**config.mk**
```make
export PLATFORM = sky130hd
export DESIGN_NAME = aes256_key_sched_ctrl
export DESIGN_NICKNAME = d
export VERILOG_FILES = /design/src/rtl/aes256_key_sched_ctrl.sv
export SDC_FILE = /design/constraint.sdc
export NUM_CORES = 2
export LEC_CHECK = 0
export ABC_CLOCK_PERIOD_IN_PS = 24300
export BUFFER_PORTS_ARGS = -buffer_cell sky130_fd_sc_hd__buf_4
export CAP_MARGIN = 20
export CELL_PAD_IN_SITES_DETAIL_PLACEMENT = 2
export CELL_PAD_IN_SITES_GLOBAL_PLACEMENT = 2
export CORE_UTILIZATION = 46
export CTS_BUF_LIST = sky130_fd_sc_hd__clkbuf_4
export CTS_CLUSTER_DIAMETER = 30
export DETAILED_ROUTE_END_ITERATION = 10
export HOLD_SLACK_MARGIN = 0.12
export PLACE_DENSITY = 0.79
export SLEW_MARGIN = 10
export SYNTH_ARGS = -nofsm -noshare
export SYNTH_HDL_FRONTEND = slang
export SYNTH_SLANG_ARGS = --single-unit
```
**constraint.sdc**
```tcl
create_clock -name clk_i -period 24.3 [get_ports clk_i]
set_clock_uncertainty 0.1 [all_clocks]
set_input_delay 2.43 -clock clk_i [delete_from_list [all_inputs] [get_ports clk_i]]
set_output_delay 2.43 -clock clk_i [all_outputs]
set_load 0.03 [all_outputs]
```
**src/rtl/aes256_key_sched_ctrl.sv**
```systemverilog
// AES-256 key expansion sequencer: accepts a cipher key, runs seven
// expansion steps (one per clock), stores the fifteen round keys and
// serves them to the cipher datapath on a read port.
// The first key byte sits in the top bits of key_i (key_i[255:248]).
module aes256_key_sched_ctrl #(
    parameter bit read_reg_p = 1'b1
) (
    input  logic         clk_i,
    input  logic         reset_i,
    input  logic         key_v_i,
    input  logic [255:0] key_i,
    output logic         key_ready_o,
    output logic         busy_o,
    output logic         keys_valid_o,
    input  logic [3:0]   rk_addr_i,
    output logic [127:0] rk_o,
    output logic         rk_v_o
);

    typedef enum logic [1:0] {
        IDLE,
        EXPAND,
        DONE
    } state_t;

    localparam logic [2047:0] SBOX = {
        128'h637c777bf26b6fc53001672bfed7ab76, 128'hca82c97dfa5947f0add4a2af9ca472c0,
        128'hb7fd9326363ff7cc34a5e5f171d83115, 128'h04c723c31896059a071280e2eb27b275,
        128'h09832c1a1b6e5aa0523bd6b329e32f84, 128'h53d100ed20fcb15b6acbbe394a4c58cf,
        128'hd0efaafb434d338545f9027f503c9fa8, 128'h51a3408f929d38f5bcb6da2110fff3d2,
        128'hcd0c13ec5f974417c4a77e3d645d1973, 128'h60814fdc222a908846eeb814de5e0bdb,
        128'he0323a0a4906245cc2d3ac629195e479, 128'he7c8376d8dd54ea96c56f4ea657aae08,
        128'hba78252e1ca6b4c6e8dd741f4bbd8b8a, 128'h703eb5664803f60e613557b986c11d9e,
        128'he1f8981169d98e949b1e87e9ce5528df, 128'h8ca1890dbfe6426841992d0fb054bb16
    };

    state_t         state_q, state_d;
    logic [255:0]   work_q, work_d;
    logic [2:0]     rnd_q, rnd_d;
    logic [127:0]   rf_q [15];
    logic [255:0]   stepKey;
    logic           accept;
    logic           rdValid;
    logic [127:0]   rdData;

    function automatic logic [7:0] sbox(input logic [7:0] x);
        return SBOX[2047 - 8 * int'(x) -: 8];
    endfunction

    function automatic logic [31:0] subWord(input logic [31:0] x);
        return {sbox(x[31:24]), sbox(x[23:16]), sbox(x[15:8]), sbox(x[7:0])};
    endfunction

    // One AES-256 expansion step: the next eight words from the current eight.
    function automatic logic [255:0] roundKey(input logic [255:0] k, input logic [3:0] r);
        logic [31:0] w [8];
        logic [31:0] n [8];
        logic [31:0] rcon;
        for (int i = 0; i < 8; i++) begin
            w[i] = k[255 - 32 * i -: 32];
        end
        rcon = 32'h0100_0000 << (r - 4'd1);
        n[0] = w[0] ^ subWord({w[7][23:0], w[7][31:24]}) ^ rcon;
        n[1] = w[1] ^ n[0];
        n[2] = w[2] ^ n[1];
        n[3] = w[3] ^ n[2];
        n[4] = w[4] ^ subWord(n[3]);
        n[5] = w[5] ^ n[4];
        n[6] = w[6] ^ n[5];
        n[7] = w[7] ^ n[6];
        return {n[0], n[1], n[2], n[3], n[4], n[5], n[6], n[7]};
    endfunction

    assign key_ready_o  = (state_q != EXPAND);
    assign busy_o       = (state_q == EXPAND);
    assign keys_valid_o = (state_q == DONE);
    assign accept       = key_v_i & key_ready_o;

    // Sequencer next state: load on accept, step the working key in EXPAND.
    always_comb begin
        state_d = state_q;
        work_d  = work_q;
        rnd_d   = rnd_q;
        stepKey = roundKey(work_q, {1'b0, rnd_q});
        case (state_q)
            IDLE, DONE: begin
                if (key_v_i) begin
                    work_d  = key_i;
                    rnd_d   = 3'd1;
                    state_d = EXPAND;
                end
            end
            EXPAND: begin
                work_d = stepKey;
                if (rnd_q == 3'd7) begin
                    state_d = DONE;
                end else begin
                    rnd_d = rnd_q + 3'd1;
                end
            end
            default: state_d = IDLE;
        endcase
    end

    // Control state register with asynchronous reset.
    always_ff @(posedge clk_i or posedge reset_i) begin
        if (reset_i) begin
            state_q <= IDLE;
            work_q  <= '0;
            rnd_q   <= '0;
        end else begin
            state_q <= state_d;
            work_q  <= work_d;
            rnd_q   <= rnd_d;
        end
    end

    // Round-key file writes; the last step's upper half has no slot and is dropped.
    always_ff @(posedge clk_i) begin
        if (accept) begin
            rf_q[0] <= key_i[255:128];
            rf_q[1] <= key_i[127:0];
        end else if (state_q == EXPAND) begin
            rf_q[{rnd_q, 1'b0}] <= stepKey[255:128];
            if (rnd_q != 3'd7) begin
                rf_q[{rnd_q, 1'b1}] <= stepKey[127:0];
            end
        end
    end

    assign rdValid = keys_valid_o && (rk_addr_i != 4'd15);
    assign rdData  = rdValid ? rf_q[rk_addr_i] : '0;

    generate
        if (read_reg_p) begin : g_reg_read
            logic [127:0] rk_q;
            logic         rk_v_q;

            // Registered read port: data follows the address by one cycle.
            always_ff @(posedge clk_i or posedge reset_i) begin
                if (reset_i) begin
                    rk_q   <= '0;
                    rk_v_q <= 1'b0;
                end else begin
                    rk_q   <= rdData;
                    rk_v_q <= rdValid;
                end
            end

            assign rk_o   = rk_q;
            assign rk_v_o = rk_v_q;
        end else begin : g_comb_read
            assign rk_o   = rdData;
            assign rk_v_o = rdValid;
        end
    endgenerate

endmodule

```
==> impl_metrics.py, run 1 <==
metrics = {
    "yosys": {
        "synth_area_per_cell_um2": 13.1,
        "synth_warnings": 0,
        "synth_xor_area_frac": 0.0326,
        "ys_types": 125,
        "ys_ff_latch": 2438,
        "postSynthCellCount": 9627,
        "synth_area_leader_cell": "edfxtp_1",
        "synth_top_area_frac": 0.486,
        "ys_seq_area_frac": 0.564,
        "syn-num-nets": 10000,
        "synth_edf_count": 2048,
        "ys.flop_type": "edfxtp_1",
        "synth.area.top_cells": "edfxtp_1 49%, mux4_2 12%, dfrtp_1 7.7%",
        "synthMuxAreaShare": 0.138,
        "async_reset_ff_frac": 0.160,
        "synth_area_um2": 126000,
        "synth-compound-area-share": 0.128,
        "synth_simple_gate_area_frac": 0.0931,
        "synthAdderAreaFrac": 0.0117,
        "synth_top_family_by_area": "multiplexers",
    },
    "placed_design": {
        "place_congestion": 0.992,
        "dpl.hpwl_mm": 481,
        "port_buffers": 394,
    },
    "die": {
        "placementRows": 192,
        "die_y_um": 526,
        "die_w_um": 526,
        "start_util": 0.463,
        "io_pins": 395,
    },
    "run_status": {
        "haltStage": "detailed placement",
        "status": "did not finish",
        "firstError": "[ERROR DPL-0033] detailed placement checks failed during check placement.",
    },
}
-- metrics by stage --
stage | instance area [µm²] | std cells | hold WS [ns] | worst slack, ns
after floorplan | 126000 | 9627 | 0.359 | 2.24
after global placement | 134000 | 13100 | 0.379 | 14.98
-- logic make-up after synthesis --
group | count (synthesis)
xor gates and xnor gates | 406
AOI/OAI and AO/OA | 2340
buffers and inverters | 960
DFF | 2438
and+or+nand+nor | 2481
adders and majority gates | 118
muxes | 884
-- cells in the mapped netlist, drive strengths merged, types with 61 or more instances --
master / instances
nor2: 596
o22ai: 94
a31oi: 123
o21ai: 530
o211ai: 107
xnor2: 240
nand2b: 128
nor3: 181
buf: 390
a311oi: 102
mux4: 679
nand3: 222
clkbuf: 458
ha: 118
o311ai: 92
dfrtp: 390
xor2: 135
nand2: 804
a221oi: 63
a21oi: 455
o221ai: 61
mux2: 123
nor2b: 225
a211oi: 100
inv: 100
edfxtp: 2048
mux2i: 82
==> run 2: changes to the inputs <==
- CELL_PAD_IN_SITES_DETAIL_PLACEMENT: 2 -> unset
- CELL_PAD_IN_SITES_GLOBAL_PLACEMENT: 2 -> unset
- CORE_UTILIZATION: 46 -> 40
- CTS_BUF_LIST: sky130_fd_sc_hd__clkbuf_4 -> unset
- CTS_CLUSTER_DIAMETER: 30 -> unset
- HOLD_SLACK_MARGIN: 0.12 -> unset
- PLACE_DENSITY: 0.79 -> unset
- PLACE_DENSITY_LB_ADDON: unset -> 0.15
==> run 2 against run 1 <==
The run now ends clean. Synthesized cell count stayed put. Synthesized area stayed put.
==> impl_metrics.py, run 2 <==
metrics = {
    "setup_path": {
        "setup.worst_path.end": "rf_q[5][34]$_DFFE_PP_",
        "startpoint_type": "flip-flop",
        "critical_path_class": "flip-flop to flip-flop",
        "arrival_ns": 10.77,
        "rr_endpoint": "rf_q[5][34]$_DFFE_PP_",
        "startpoint": "work_q[26]$_DFFE_PP0P_",
        "rrSetupSlack_ns": 13.98,
        "r2r_start": "work_q[26]$_DFFE_PP0P_",
        "worstPathRequired_ns": 24.75,
        "end_kind": "flip-flop",
        "crit_fanout": 63,
        "reg2regPathDepth": 22,
    },
    "yosys": {
        "ys_seq_area_frac": 0.564,
        "synth_edf_count": 2048,
        "synth_area_um2": 126000,
        "synth.area.top_cells": "edfxtp_1 49%, mux4_2 12%, dfrtp_1 7.7%",
        "synth_area_per_cell_um2": 13.1,
        "synthAdderAreaFrac": 0.0117,
        "ys.flop_type": "edfxtp_1",
        "synth_xor_area_frac": 0.0326,
        "synth-compound-area-share": 0.128,
        "synth_top_area_frac": 0.486,
        "synth_top_family_by_area": "multiplexers",
        "ys_top_cells_by_count": "2048 x edfxtp_1, 802 x nand2_1, 679 x mux4_2",
        "synth_most_common_cell": "edfxtp_1",
        "synth_area_leader_cell": "edfxtp_1",
        "syn-num-nets": 10000,
        "async_reset_ff_frac": 0.160,
        "ys_ff_latch": 2438,
        "synth_warnings": 0,
        "synth_simple_gate_area_frac": 0.0931,
        "synthMuxAreaShare": 0.138,
        "ys_types": 125,
        "postSynthCellCount": 9627,
    },
    "sta": {
        "worstMarginPinSlew_ns": 1.27,
        "setup_slack_ns": 13.98,
        "tns_ns": 0,
        "period_share": 0.425,
        "slew_headroom": 0.145,
        "fin_hold_ws_ns": 0.399,
        "rsz0062_at_grt": "false",
        "hold_viol": 0,
        "final_max_slew_viol_count": 0,
        "setup_violations": 0,
        "max_freq_mhz": 96.9,
        "fin_crit_ns": 10.32,
    },
    "die": {
        "die_w_um": 564,
        "fp.coreArea_um2": 315000,
        "die_y_um": 564,
        "placementRows": 206,
        "dieArea_um2": 318000,
        "start_util": 0.402,
        "io_pins": 395,
    },
    "routing": {
        "num_vias": 95100,
        "ant_nets": 0,
        "wl_per_cell_um": 39.0,
        "drc": 0,
        "initialDrtViolationCount": 14800,
        "vias_per_cell": 6.68,
        "wl_mm": 555,
        "first_pass_iters": 6,
    },
    "global_routing": {
        "top_usage_layer": "met2",
        "met1_usage": 0.473,
        "antenna_found_initial": 74,
        "grtUsageMet3": 0.0616,
        "met2_usage": 0.528,
        "gr-total-overflow": 0,
        "grt_pass1_wl_mm": 759,
        "grt_pass1_vias": 91100,
        "grt_max_degree": 154,
        "grtUsageTotal": 0.342,
    },
    "finish": {
        "final_cell_mix": "2048 x edfxtp_1, 799 x nand2_1, 759 x buf_4",
        "area_growth_pct": 12.8,
        "utilization": 0.453,
        "largest_register": "rf_q",
        "layout_commonest_cell": "edfxtp_1",
        "drive_gt1_frac": 0.215,
        "final_nets": 10200,
        "nFillCells": 28200,
        "largest_reg_flops": 2048,
    },
    "cts": {
        "htreeDepth": 4,
        "clk_pin_slew_ns": 0.07,
        "clkLatencyLatePin_ns": 0.90,
        "holdBufCountCts": 0,
        "cts_tree": "built",
        "cts_made_buffers": 235,
        "postCtsSetupRepairBufs": 0,
        "cts_buffer_depth": 4,
        "cts-root-buf": "clkbuf_16",
        "cts_resized": 0,
        "clock_sink_count": 2438,
    },
    "run": {
        "cap_violations": 0,
    },
    "placed_design": {
        "port_buffers": 394,
        "place_ws_ns": 14.36,
        "place_congestion": 0.991,
        "dpl.hpwl_mm": 374,
    },
    "hold_path": {
        "holdCritPathClass": "flip-flop to flip-flop",
    },
    "run_status": {
        "status": "complete, no violations",
    },
}
run 2: worst min path at each step:
| stage | depth (start not counted) | slack (ns) | from | endpoint |
|---|---|---|---|---|
| after floorplan | 2 | 0.36 | work_q[255]$_DFFE_PP0P_ | work_q[255]$_DFFE_PP0P_ |
| after global placement | 2 | 0.37 | work_q[255]$_DFFE_PP0P_ | work_q[255]$_DFFE_PP0P_ |
| after detailed placement | 2 | 0.38 | work_q[255]$_DFFE_PP0P_ | work_q[255]$_DFFE_PP0P_ |
| after CTS | 2 | 0.40 | work_q[255]$_DFFE_PP0P_ | work_q[255]$_DFFE_PP0P_ |
| after global routing | 1 | 0.44 | work_q[208]$_DFFE_PP0P_ | work_q[208]$_DFFE_PP0P_ |
| final | 2 | 0.40 | work_q[255]$_DFFE_PP0P_ | work_q[255]$_DFFE_PP0P_ |
run 2: metal layers:
| metal | vias to the layer above | wire length, µm |
|---|---|---|
| met5 | - | 27 |
| met4 | 4 | 27500 |
| met3 | 936 | 49800 |
| met2 | 5770 | 252000 |
| met1 | 50200 | 226000 |
| li1 | 38300 | - |
run 2: final cells by class:
| class | instances | area [µm²] | area share |
|---|---|---|---|
| clock inverter | 120 | 1270 | 0.00890 |
| antenna | 54 | 135 | 0.000947 |
| tap | 4160 | 5200 | 0.0365 |
| sequential | 2438 | 71300 | 0.500 |
| timing repair buffer | 809 | 6410 | 0.0449 |
| inverter | 112 | 435 | 0.00305 |
| multi-input combinational | 6229 | 51500 | 0.361 |
| clock buffer | 311 | 6410 | 0.0449 |
run 2: metrics by stage:
step,instance area [µm²],cells
finish,143000,14200
global route,143000,14200
CTS,142000,14200
detailed placement,135000,13700
global placement,134000,13700
floorplan,126000,9627
run 2: cell families after synthesis:
logic type                 count (synthesis)
and+or+nand+nor                         2481
muxes                                    884
AOI/OAI and AO/OA                       2340
buffers and inverters                    960
DFF                                     2438
adders and majority gates                118
xor gates and xnor gates                 406
run 2: critical path, stage by stage, from the launching register on:
cell	delay [ns]
dfrtp_2	0.35
buf_4	0.44
buf_4	0.64
nor3_1	0.25
a2111oi_0	0.63
a2111oi_0	0.16
o32a_1	0.33
a211oi_1	0.83
xnor3_1	0.45
buf_4	0.24
inv_2	0.40
ha_1	0.49
inv_1	0.26
nor3_1	0.65
buf_4	0.26
o311ai_0	0.11
a221oi_1	0.37
a311oi_1	0.09
o31ai_1	0.78
xnor2_1	0.29
xnor2_1	0.86
nor2_1	0.24
nor2_1	0.66
Power of run 2 is not shown: default switching activity piles up to over one toggle a cycle in this logic, so the estimate is an artifact.
